==> src/rtl/uart_src_pkg.sv <==
// Shared types and helpers for the UART test-pattern source.
// State encoding, ROM formula and default parameter values.
package uart_src_pkg;

  typedef enum logic [2:0] {
    S_IDLE,
    S_SEND,
    S_HOLD,
    S_DRAIN,
    S_GAP
  } state_e;

  localparam int DEF_DATA_W  = 8;
  localparam int DEF_DEPTH   = 8;
  localparam int DEF_GAP_CYC = 16;

  function automatic logic [31:0] rom_word(input int unsigned i);
    return (i + 32'd1) * 32'h11;
  endfunction

endpackage

==> src/rtl/uart_src_rom.sv <==
// Fixed pattern ROM for the UART test-pattern source.
// Combinational read; word i = (i+1)*8'h11 truncated to DATA_W.
module uart_src_rom
  import uart_src_pkg::*;
#(
  parameter int DATA_W = DEF_DATA_W,
  parameter int DEPTH  = DEF_DEPTH,
  parameter int ADDR_W = $clog2(DEPTH)
) (
  input  logic [ADDR_W-1:0] idx,
  output logic [DATA_W-1:0] data
);

  logic [DATA_W-1:0] rom_t [DEPTH];

  for (genvar g = 0; g < DEPTH; g++) begin : g_rom
    assign rom_t[g] = DATA_W'(rom_word(g));
  end

  assign data = rom_t[idx];

endmodule

==> src/rtl/uart_pattern_source.sv <==
// Handshaked ROM pattern source feeding the UART transmitter.
// Optional pass checksum word: define UART_SRC_CHECKSUM_EN.
module uart_pattern_source
  import uart_src_pkg::*;
#(
  parameter int DATA_W  = DEF_DATA_W,
  parameter int DEPTH   = DEF_DEPTH,
  parameter int GAP_CYC = DEF_GAP_CYC,
  parameter int ADDR_W  = $clog2(DEPTH)
) (
  input  logic              clk,
  input  logic              reset,
  input  logic              start,
  input  logic              mode_loop,
  input  logic [ADDR_W:0]   len,
  input  logic              tx_busy,
  output logic              wr_Sig,
  output logic [DATA_W-1:0] test_Data,
  output logic              active,
  output logic              done
);

  localparam int CNT_W = (GAP_CYC > 1) ? $clog2(GAP_CYC) : 1;
  localparam logic [CNT_W-1:0] GAP_LAST =
    CNT_W'((GAP_CYC > 0) ? GAP_CYC - 1 : 0);
  localparam logic [ADDR_W:0] N_MAX = (ADDR_W + 1)'(DEPTH);

  state_e              state_q, state_d;
  logic [ADDR_W-1:0]   idx_q, idx_d;
  logic [ADDR_W:0]     n_q, n_d;
  logic [CNT_W-1:0]    cnt_q, cnt_d;
  logic                act_q, act_d;
  logic                done_q, done_d;
  logic [DATA_W-1:0]   data_q, data_d;
  logic [DATA_W-1:0]   rom_data;
  logic [DATA_W-1:0]   word;
  logic [ADDR_W:0]     n_eff;
  logic                last_idx;
  logic                word_end;
  logic                pass_end;
`ifdef UART_SRC_CHECKSUM_EN
  logic                ck_q, ck_d;
  logic [DATA_W-1:0]   csum_q, csum_d;
`endif

  uart_src_rom #(
    .DATA_W(DATA_W),
    .DEPTH (DEPTH),
    .ADDR_W(ADDR_W)
  ) u_rom (
    .idx (idx_q),
    .data(rom_data)
  );

  assign n_eff = (len == '0 || len > N_MAX) ? N_MAX : len;
  assign last_idx = ({1'b0, idx_q} == n_q - 1'b1);

`ifdef UART_SRC_CHECKSUM_EN
  assign word = ck_q ? csum_q : rom_data;
`else
  assign word = rom_data;
`endif

  assign wr_Sig    = (state_q == S_SEND);
  assign test_Data = wr_Sig ? word : data_q;
  assign active    = act_q;
  assign done      = done_q;

  always_comb begin
    state_d  = state_q;
    idx_d    = idx_q;
    n_d      = n_q;
    cnt_d    = cnt_q;
    act_d    = act_q;
    done_d   = 1'b0;
    data_d   = test_Data;
    word_end = 1'b0;
    pass_end = 1'b0;
`ifdef UART_SRC_CHECKSUM_EN
    ck_d     = ck_q;
    csum_d   = csum_q;
`endif
    unique case (state_q)
      S_IDLE: begin
        if (start && !tx_busy) begin
          n_d     = n_eff;
          idx_d   = '0;
          act_d   = 1'b1;
          state_d = S_SEND;
`ifdef UART_SRC_CHECKSUM_EN
          ck_d    = 1'b0;
          csum_d  = '0;
`endif
        end
      end
      S_SEND: begin
        state_d = S_HOLD;
`ifdef UART_SRC_CHECKSUM_EN
        if (!ck_q) csum_d = csum_q ^ rom_data;
`endif
      end
      // Busy is not yet visible here; the transmitter lags one cycle.
      S_HOLD: state_d = S_DRAIN;
      S_DRAIN: begin
        if (!tx_busy) begin
          cnt_d = '0;
          if (GAP_CYC == 0) word_end = 1'b1;
          else state_d = S_GAP;
        end
      end
      S_GAP: begin
        if (cnt_q == GAP_LAST) word_end = 1'b1;
        else cnt_d = cnt_q + 1'b1;
      end
      default: state_d = S_IDLE;
    endcase

    if (word_end) begin
      cnt_d = '0;
      if (!last_idx) begin
        idx_d   = idx_q + 1'b1;
        state_d = S_SEND;
      end else begin
`ifdef UART_SRC_CHECKSUM_EN
        if (!ck_q) begin
          ck_d    = 1'b1;
          state_d = S_SEND;
        end else begin
          pass_end = 1'b1;
        end
`else
        pass_end = 1'b1;
`endif
      end
    end

    if (pass_end) begin
      done_d = 1'b1;
`ifdef UART_SRC_CHECKSUM_EN
      ck_d   = 1'b0;
      csum_d = '0;
`endif
      if (mode_loop) begin
        idx_d   = '0;
        state_d = S_SEND;
      end else begin
        act_d   = 1'b0;
        state_d = S_IDLE;
      end
    end
  end

  always_ff @(posedge clk or negedge reset) begin
    if (!reset) begin
      state_q <= S_IDLE;
      idx_q   <= '0;
      n_q     <= '0;
      cnt_q   <= '0;
      act_q   <= 1'b0;
      done_q  <= 1'b0;
      data_q  <= '0;
`ifdef UART_SRC_CHECKSUM_EN
      ck_q    <= 1'b0;
      csum_q  <= '0;
`endif
    end else begin
      state_q <= state_d;
      idx_q   <= idx_d;
      n_q     <= n_d;
      cnt_q   <= cnt_d;
      act_q   <= act_d;
      done_q  <= done_d;
      data_q  <= data_d;
`ifdef UART_SRC_CHECKSUM_EN
      ck_q    <= ck_d;
      csum_q  <= csum_d;
`endif
    end
  end

endmodule

==> config.mk <==
export PLATFORM = sky130hd
export DESIGN_NAME = uart_pattern_source
export DESIGN_NICKNAME = d
export VERILOG_FILES = /design/src/rtl/uart_src_pkg.sv /design/src/rtl/uart_src_rom.sv /design/src/rtl/uart_pattern_source.sv
export SDC_FILE = /design/constraint.sdc
export NUM_CORES = 1
export LEC_CHECK = 0
export CAP_MARGIN = 10
export CELL_PAD_IN_SITES_DETAIL_PLACEMENT = 1
export CELL_PAD_IN_SITES_GLOBAL_PLACEMENT = 1
export CORE_MARGIN = 2
export CORE_UTILIZATION = 40
export DETAILED_ROUTE_END_ITERATION = 8
export PLACE_DENSITY_LB_ADDON = 0.15
export SLEW_MARGIN = 20
export SYNTH_ARGS = -nofsm -noshare
export SYNTH_HDL_FRONTEND = slang
export SYNTH_HIERARCHICAL = 1
export SYNTH_SLANG_ARGS = --single-unit
==> constraint.sdc <==
create_clock -name clk -period 2.7 [get_ports clk]
set_input_delay 0.54 -clock clk [delete_from_list [all_inputs] [get_ports clk]]
set_output_delay 0.54 -clock clk [all_outputs]
set_load 0.1 [all_outputs]
# ---- Word-level counts from Yosys, hierarchy flattened
# Memory sizes are Yosys's and may differ from the RTL's.
# Index checks and enable logic that the tools add are counted.
dict set report totals {
  n_memories 1
  register_bits 24
  input_bits 9
  word_cells 60
  rom_bits 64
}
dict set report classes {
  order_cmp 2
  n_bitwise 1
  mux 30
  n_eq_ne 8
  add_sub_neg 3
  n_reduce_logical 8
}
# name depth width rd rd_clocked_by_memory_dff wr line_no
set memory_table {}
lappend memory_table {{(name not given)} 8 8 1 0 0 uart_src_rom.sv:20} ;# assign data = rom_t[idx];
# cell count
set ops {}
lappend ops {{2-to-1 mux 3 bit} 11}
lappend ops {{2-to-1 mux 8 bit} 3}
lappend ops {{2-to-1 mux 4 bit} 4}
lappend ops {{case mux 3 bit (5 select lines)} 1}
lappend ops {{2-to-1 mux 1 bit} 10}
lappend ops {{case mux 4 bit (2 select lines)} 1}
lappend ops {{== test 3 x 2 -> 1 bit (second input constant)} 2}
lappend ops {{inequality test 3 bit (second input constant)} 2}
lappend ops {{adder 4 x 1 -> 4 bit (second input constant)} 1}
lappend ops {{== test 3 x 4 -> 1 bit} 1}
lappend ops {{== test 4 bit (second input constant)} 1}
lappend ops {{greater-or-equal comparator 4 bit (second input constant)} 1}
lappend ops {{greater-than comparator 4 bit (second input constant)} 1}
lappend ops {{zero test 4 bit} 1}
lappend ops {{NOT 3 -> 4 bit} 1}
lappend ops {{subtractor 4 x 1 -> 4 bit (second input constant)} 1}
lappend ops {{adder 3 x 1 -> 3 bit (second input constant)} 1}
lappend ops {{== test 3 x 1 -> 1 bit (second input constant)} 1}
lappend ops {{== test 3 bit (second input constant)} 1}
lappend ops {{zero test 3 bit} 1}
lappend ops {{AND reduction 3 bit} 1}
lappend ops {{nonzero test 3 bit} 1}
lappend ops {{AND reduction 2 bit} 1}
lappend ops {{logical AND 1 bit} 1}
lappend ops {{2 further kinds} 2}

# ---- Longest topological paths before layout
# Gate-level depths: netlist of the first run.
dict set report logic_depth {
  ltp_word 8
  ltp_mapped 7
}

# ---- Hierarchy
# Netlist of the first run, hierarchy kept.
# mod seq_area_each_um2 area_each_um2 instances cells_each
set modules_own_cells {}
lappend modules_own_cells {uart_pattern_source 600.6 1183.6 1 110}
lappend modules_own_cells {uart_src_rom 0.0 75.1 1 10}

# ---- Worst setup path after synthesis of the first run
# Ideal clock, no wire load.
dict set report synth_timing {
  path_type {reg-to-output}
  from {register state_q[1]}
  to {output port test_Data[0]}
  path_buffers 1
  stages_incl_launch_ff 4
  t_arrival_ns 1.746
  setup_slack_ns 0.414
  t_required_ns 2.160
  cell_sequence {dfrtp_1 nor3b_1 buf_2 mux2_2}
}
dict set report synth_via {
  elab_chain_len 2
}
# element line_no
set synth_rtl {}
lappend synth_rtl {{start, declared} uart_pattern_source.sv:28} ;# state_e state_q, state_d;
lappend synth_rtl {{start signal, assigned} uart_pattern_source.sv:167} ;# state_q <= state_d;
lappend synth_rtl {{== test 3 x 1 -> 1 bit} uart_pattern_source.sv:64} ;# assign wr_Sig = (state_q == S_SEND);
lappend synth_rtl {{net wr_Sig} uart_pattern_source.sv:17} ;# output logic wr_Sig,
lappend synth_rtl {{2-to-1 mux 8 bit} uart_pattern_source.sv:65} ;# assign test_Data = wr_Sig ? word : data_q;
lappend synth_rtl {{end, declared} uart_pattern_source.sv:18} ;# output logic [DATA_W-1:0] test_Data,
# The timed path passes the listed nets, and every way through them passes these cells.

# ---- Final worst setup path of the first run
dict set report layout_timing {
  from {register state_q[1]}
  to {output port test_Data[7]}
}
dict set report layout_via {
  elab_chain_len 2
}
# element line_no
set layout_rtl {}
lappend layout_rtl {{== test 3 x 1 -> 1 bit} uart_pattern_source.sv:64}
lappend layout_rtl {{2-to-1 mux 8 bit} uart_pattern_source.sv:65}
# No other way between the ends.

==> flow_summary.json, run 1 <==
{
  "status": "completed",
  "netlist_area_mm2": 0.001259,
  "criticalPathCategory": "register to primary output",
  "cts_buffers": 3,
  "vias_per_cell": 5.214,
  "synth_mux_area_share_pct": 7.157,
  "critPathLaunchType": "register",
  "yosys.cell_count.top_type": "dfrtp_1",
  "worst_slew_pin_slew_ns": 0.5415,
  "synthAdderAreaFrac_pct": 4.970,
  "core_area_mm2": 0.003028,
  "finalSetupTns_ns": 0,
  "clk_pin_slew_ns": 0.14,
  "yosysTopAreaCell": "dfrtp_1",
  "cts_setup_buffers": 0,
  "hp-start": "cnt_q[3]",
  "fillers": 342,
  "die-area_mm2": 0.003611,
  "cp-end-kind": "primary output",
  "grt_remaining_overflow": 0,
  "fin_crit_ns": 2.415,
  "hp-class": "register to register",
  "synth-seq-cells": 24,
  "drt_iter0_markers": 28,
  "critPathMaxFanout": 9,
  "die_x_um": 60.10,
  "avgSynthCellArea_um2": 10.49,
  "rsz0062_at_grt": "false",
  "vias": 949,
  "drv_cap": 0,
  "yosysSeqAreaShare_pct": 47.71,
  "synthArstFlopShare_pct": 100.0,
  "first_pass_iters": 4,
  "whs_path_depth": 1,
  "ys_warn_count": 6,
  "synth_fp_nets": 134,
  "drv_slew": 0,
  "fp-row-count": 20,
  "reg2reg_slack_ns": 0.59,
  "synth_top_family_by_area": "simple AND/OR/NAND/NOR gates",
  "h-tree-depth": 1,
  "drive_above_1_share_pct": 23.91,
  "regArea_um2": 600.6,
  "slew-limit-headroom_pct": 63.43,
  "antenna_left": 0,
  "r2r-end": "idx_q[1]",
  "hpwl_mm": 1.988,
  "clock_latency_ns": 0.31,
  "synthFlopType": "dfrtp_1",
  "r2r_cells": 7,
  "cts_resized": 0,
  "hold_viol_final": 0,
  "synth_area_leaders": "dfrtp_1, mux2_2, ha_1",
  "clockBufferDepth": 2,
  "synth.top_cell.area_share_pct": 47.71,
  "die_y_um": 60.10,
  "syn_inst": 120,
  "max_freq_mhz": 414.1,
  "synth_edf_count": 0,
  "synth-simple-area-share_pct": 17.59,
  "cts_hold_buf": 0,
  "grt_pass1_vias": 949,
  "io_pins": 20,
  "diodes": 0,
  "drc_errors": 0,
  "grt_max_degree": 25,
  "synthTopCellsByCount": "dfrtp_1, nand2_1, mux2_2, o21ai_0",
  "grt_antenna_before_repair": 0,
  "setup_violations": 0,
  "whs_endpoint": "cnt_q[3]",
  "initial_core_util_pct": 41.57,
  "grt_pass1_wl_mm": 4.436,
  "synth_xor_area_share_pct": 2.087,
  "period_share_pct": 89.45,
  "wl_mm": 2.627,
  "netlist-cell-type-count": 40,
  "syn2layout_area_growth_pct": 26.84,
  "fin_skew_ns": 0.007926,
  "critPathArrivalTime_ns": 1.88,
  "cts_tree": "built",
  "port_buffers": 19,
  "root_buffer": "clkbuf_4",
  "multi_input_area_um2": 579.3,
  "clock-sinks": 24,
  "crit_required_ns": 2.16,
  "synth_compound_area_share_pct": 14.21,
  "nets": 153,
  "grtUsageTotal_pct": 16.61,
  "reg2reg_from": "n_q[0]",
  "wl_per_cell_um": 14.43,
  "finalWeightedCongestion": 0.7386
}
[sequential cells by signal, indices dropped and copies added, names as in the netlist]
signal / cells
active: 1
cnt_q: 4
data_q: 8
done: 1
idx_q: 3
n_q: 4
state_q: 3
[layout by cell type, fill, tap and decap left out, types with 5 or more instances in the layout]
cell type	n
a21oi_1	7
buf_12	9
clkdlybuf4s50_1	8
dfrtp_1	24
ha_1	5
inv_1	5
mux2_2	8
nand2_1	9
nor2_1	7
o21ai_0	8
[critical path, cell delays in order, from the launching register on]
cell and delay (ns):
dfrtp_1 0.48, nor3b_1 0.27, buf_4 0.23, mux2_2 0.39, buf_12 0.18
[routing by layer]
layer | track usage (%) | share of wire [%]
met1 | 21.27 | 44
met4 | 4.762 | 0.88
met2 | 28.57 | 51
met3 | 2.814 | 4.0
met5 | 0 | 0
[how the worst max path moves through the flow]
stage / from / end / slack (ns) / depth (start not counted)
finish: state_q[1] / test_Data[7] / 0.28 / 4
global route: state_q[1] / test_Data[2] / 0.23 / 4
CTS: state_q[1] / test_Data[7] / 0.28 / 4
detailed placement: n_q[0] / idx_q[2] / 0.63 / 7
global placement: state_q[1] / test_Data[7] / 0.70 / 4
floorplan: state_q[1] / test_Data[0] / 0.41 / 3
[final cells by class]
cell class	count	share of cell area, %
Tap cell	44	3.448
Inverter	5	1.176
Clock inverter	1	1.881
Sequential cell	24	37.62
Timing Repair Buffer	21	18.18
Multi-Input combinational cell	84	36.29
Clock buffer	3	1.411
[stage by stage]
stage | hold WS [ns] | worst slack, ns | util, % | instance area (µm²) | std cells
finish | 0.5217 | 0.2849 | 52.73 | 1597 | 182
global route | 0.5404 | 0.2338 | 52.73 | 1597 | 182
CTS | 0.5172 | 0.2825 | 52.73 | 1597 | 182
detailed placement | 0.4996 | 0.6293 | 50.99 | 1544 | 178
global placement | 0.4891 | 0.7011 | 50.99 | 1544 | 178
floorplan | 0.2444 | 0.4141 | - | 1259 | 120
[logic make-up (layout without fill, tap and decap cells)]
kind of cell    count (synthesis)  in the layout
buf+inv                        12             30
xor+xnor                        3              3
mux                             8              8
fa+ha+maj                       5              5
simple gates                   40             40
compound gates                 28             28
flops                          24             24
Power of run 1 is left out: the tool's default activity adds up to more than one toggle a clock period on the data nets, which glitch-free logic cannot reach.
==> inputs of run 2 (changes only) <==
--- a/config.mk
+++ b/config.mk
@@ -9,7 +9,7 @@
 export CELL_PAD_IN_SITES_DETAIL_PLACEMENT = 1
 export CELL_PAD_IN_SITES_GLOBAL_PLACEMENT = 1
 export CORE_MARGIN = 2
-export CORE_UTILIZATION = 40
+export CORE_UTILIZATION = 41
 export DETAILED_ROUTE_END_ITERATION = 8
 export PLACE_DENSITY_LB_ADDON = 0.15
 export SLEW_MARGIN = 20
==> flow_summary.json, run 2 (synthesis results as in run 1) <==
{
  "status": "completed",
  "finalWeightedCongestion": 0.7234,
  "first_pass_iters": 4,
  "critPathArrivalTime_ns": 1.82,
  "vias": 944,
  "die-area_mm2": 0.003529,
  "final_area_mm2": 0.001567,
  "fin_util_pct": 52.61,
  "clockBufferDepth": 2,
  "nets": 153,
  "hold_ws_ns": 0.5342,
  "top_register": "data_q",
  "irDropWorstVdd_uv": 496.2,
  "grt_pass1_vias": 925,
  "finalSetupTns_ns": 0,
  "rsz0062_at_grt": "false",
  "antenna_left": 0,
  "period_share_pct": 87.47,
  "critPathLaunchType": "register",
  "h-tree-depth": 1,
  "fin_skew_ns": 0.002046,
  "pwr_density_cell_mw_per_mm2": 1325,
  "hold_viol_final": 0,
  "p_leak_uw": 0.0006867,
  "io_pins": 20,
  "cp-end-kind": "primary output",
  "cts_resized": 0,
  "drive_above_1_share_pct": 23.91,
  "initial_core_util_pct": 42.27,
  "drt_iter0_markers": 18,
  "die_y_um": 59.41,
  "grt_remaining_overflow": 0,
  "syn2layout_area_growth_pct": 24.45,
  "root_buffer": "clkbuf_4",
  "finalPower_uw": 2076,
  "setup_violations": 0,
  "core_area_mm2": 0.002978,
  "largestRegisters": "data_q x8, cnt_q x4, n_q x4",
  "die_x_um": 59.41,
  "place_area_mm2": 0.001530,
  "crit_chain": "nor3b_1 > buf_4 > mux2_2 > buf_12",
  "final_common_cell": "dfrtp_1",
  "port_buffers": 19,
  "worst_slew_pin_slew_ns": 0.5692,
  "grt_antenna_before_repair": 0,
  "cts_hold_buf": 0,
  "drc_errors": 0,
  "vias_per_cell": 5.520,
  "grt_max_degree": 25,
  "drv_slew": 0,
  "max_freq_mhz": 423.4,
  "clk_pin_slew_ns": 0.14,
  "clock_latency_ns": 0.32,
  "drv_cap": 0,
  "grt_pass1_wl_mm": 4.374,
  "clock-sinks": 24,
  "cts_tree": "built",
  "diodes": 0,
  "mostFrequentLayoutCells": "dfrtp_1, nand2_1, buf_12",
  "wl_per_cell_um": 15.70,
  "critPathMaxFanout": 9,
  "crit_required_ns": 2.16,
  "cts_setup_buffers": 0,
  "grtUsageTotal_pct": 16.83,
  "fin_crit_ns": 2.362,
  "fp-row-count": 20,
  "wl_mm": 2.684,
  "slew-limit-headroom_pct": 61.56,
  "hp-class": "register to register",
  "largest_register_ffs": 8,
  "cp_slowest_cell": "dfrtp_1",
  "cpPeakStageDelay_ns": 0.48,
  "cts_buffers": 3,
  "criticalPathCategory": "register to primary output"
}
run 2: worst paths after layout:
kind | startpoint | to | slack, ns | cells past startpoint
setup / recovery | state_q[1] | test_Data[3] | 0.34 | 4
hold / removal | cnt_q[3] | cnt_q[3] | 0.53 | 1
setup reg to reg | n_q[0] | idx_q[2] | 0.57 | 7
hold reg to reg | cnt_q[3] | cnt_q[3] | 0.53 | 1
max in group asynchronous | reset | idx_q[2] | 1.90 | 2
min in group asynchronous | reset | data_q[1] | 0.56 | 2
run 2: per-layer routing:
| metal | vias up | share of wire [%] | global-route usage [%] | routed length (µm) |
|---|---|---|---|---|
| met5 | - | 0 | 0 | 0 |
| li1 | 458 | - | - | - |
| met1 | 461 | 46 | 20.77 | 1235 |
| met3 | 5 | 3.8 | 2.183 | 102 |
| met4 | 0 | 1.4 | 6.818 | 38 |
| met2 | 20 | 49 | 29.36 | 1308 |
run 2: critical path, delay by kind of cell (launching register included):
family                 cells  cell delay, ns
flip-flops                 1            0.48
buffers and inverters      2            0.40
AND/OR/NAND/NOR            1            0.22
multiplexers               1            0.39
run 2: final cells by class:
class | count | area (µm²)
Clock buffer | 4 | 36.28
Fill cell | 343 | 1411
Inverter | 5 | 18.77
Multi-Input combinational cell | 84 | 579.3
Sequential cell | 24 | 600.6
Tap cell | 33 | 41.29
Timing Repair Buffer | 21 | 290.3
run 2: power breakdown:
group | internal [µW] | switching (µW) | total, µW | leakage, µW
sequential | 484 | 135 | 618 | 0.000307
combinational | 459 | 800 | 1260 | 0.000359
clock | 82.6 | 115 | 198 | 0.0000210
run 2: stage by stage:
step,cells,setup WS (ns)
after floorplan,120,0.4141
after global placement,167,0.7035
after detailed placement,167,0.6051
final,171,0.3383
after CTS,171,0.3381
after global routing,171,0.2830
No activity file was read; power rests on OpenSTA's default activity.
==> inputs of run 3 (changes only) <==
--- a/config.mk
+++ b/config.mk
@@ -9,8 +9,9 @@
 export CELL_PAD_IN_SITES_DETAIL_PLACEMENT = 1
 export CELL_PAD_IN_SITES_GLOBAL_PLACEMENT = 1
 export CORE_MARGIN = 2
-export CORE_UTILIZATION = 41
+export CORE_UTILIZATION = 45
 export DETAILED_ROUTE_END_ITERATION = 8
+export DONT_BUFFER_PORTS = 1
 export PLACE_DENSITY_LB_ADDON = 0.15
 export SLEW_MARGIN = 20
 export SYNTH_ARGS = -nofsm -noshare
==> flow_summary.json, run 3 (synthesis results as in run 1) <==
{
  "status": "completed",
  "critPathArrivalTime_ns": 1.77,
  "finalSetupTns_ns": 0,
  "die_y_um": 56.89,
  "worst_slew_pin_slew_ns": 0.9034,
  "use_met2_pct": 26.44,
  "clock-sinks": 24,
  "grtUsageTotal_pct": 16.82,
  "drv_slew": 0,
  "root_buffer": "clkbuf_4",
  "r2r_cells": 7,
  "io_pins": 20,
  "initial_core_util_pct": 46.45,
  "fp-row-count": 19,
  "grt_pass1_vias": 945,
  "mostFrequentLayoutCells": "dfrtp_1, nand2_1, mux2_2, o21ai_0",
  "die_x_um": 56.89,
  "largest_register_ffs": 8,
  "cp_slowest_cell": "mux2_2",
  "period_share_pct": 85.65,
  "grt_max_degree": 25,
  "cts_resized": 0,
  "vias_per_cell": 5.728,
  "final_common_cell": "dfrtp_1",
  "largestRegisters": "data_q x8, cnt_q x4, n_q x4",
  "slew-limit-headroom_pct": 39.77,
  "finalWeightedCongestion": 0.7364,
  "drive_above_1_share_pct": 20.00,
  "hp-class": "primary input to async pin",
  "rsz0062_at_grt": "false",
  "grt_antenna_before_repair": 0,
  "hold_viol_final": 0,
  "core_area_mm2": 0.002710,
  "antenna_left": 0,
  "crit_chain": "nor3b_2 > buf_4 > mux2_2",
  "grt_pass1_wl_mm": 4.215,
  "worstPathBufferInverterCount": 1,
  "fin_skew_ns": 0.003168,
  "crit_required_ns": 2.16,
  "vias": 865,
  "diodes": 0,
  "cp-end-kind": "primary output",
  "max_freq_mhz": 432.4,
  "wl_per_cell_um": 15.72,
  "first_pass_iters": 4,
  "clock_latency_ns": 0.31,
  "nets": 135,
  "grt_remaining_overflow": 0,
  "critPathMaxFanout": 9,
  "criticalPathCategory": "register to primary output",
  "hpwl_mm": 1.808,
  "grt.met3_usage_pct": 2.535,
  "drv_cap": 0,
  "die-area_mm2": 0.003236,
  "port_buffers": 0,
  "critPathLaunchType": "register",
  "clk_pin_slew_ns": 0.13,
  "h-tree-depth": 1,
  "fin_crit_ns": 2.312,
  "use_met1_pct": 22.03,
  "cts_tree": "built",
  "busiest_layer": "met2",
  "wl_mm": 2.373,
  "syn2layout_area_growth_pct": 4.572,
  "reg2reg_slack_ns": 0.61,
  "cts_buffers": 3,
  "cpLargestDelayFamily": "multiplexers",
  "r2r-end": "idx_q[2]",
  "clockBufferDepth": 2,
  "setup_violations": 0,
  "crit_start": "state_q[1]",
  "cpPeakStageDelay_ns": 0.58,
  "top_register": "data_q",
  "drt_iter0_markers": 9,
  "drc_errors": 0,
  "reg2reg_from": "n_q[0]"
}
## run 3: cell count changes in the layout (fill, tap and decap cells not counted), sizes merged
cell           delta
buf              -11
clkbuf            +1
clkdlybuf4s50     -8
## run 3: metrics by stage
step	util (%)	instance area (µm²)	setup slack [ns]	std cells	hold slack, ns
global placement	47.05	1275	0.6345	146	0.2450
CTS	48.75	1321	0.3681	151	0.3522
finish	48.57	1316	0.3876	151	0.1821
floorplan	-	1259	0.4141	120	0.2444
detailed placement	47.05	1275	0.6348	146	0.2450
global route	48.57	1316	0.2586	151	0.1918
## run 3: area by class of cell
class	instances	area, µm²
well taps	31	38.79
repair buffers	3	37.54
flip-flops and latches	24	600.6
multi-input cells	84	584.3
clock buffers	4	36.28
inverters	5	18.77
fillers	316	1394
## run 3: routing by layer
layer | wire [µm] | share of wire (%)
met5 | 0 | 0
met1 | 1106 | 47
met4 | 48 | 2.0
met3 | 54 | 2.3
met2 | 1163 | 49
## run 3: worst max-delay path by stage
stage	end	slack, ns	cells after the start
final	test_Data[5]	0.39	3
after global routing	test_Data[6]	0.26	4
after CTS	test_Data[5]	0.37	3
after detailed placement	idx_q[2]	0.63	7
after global placement	idx_q[1]	0.63	7
after floorplan	test_Data[0]	0.41	3
## run 3: timing repair
action                                 CTS  global route
setup buffers                            0             0
hold buffers                             1             0
endpoints found under the hold margin   24             0
Power of run 3 is left out for the same reason.
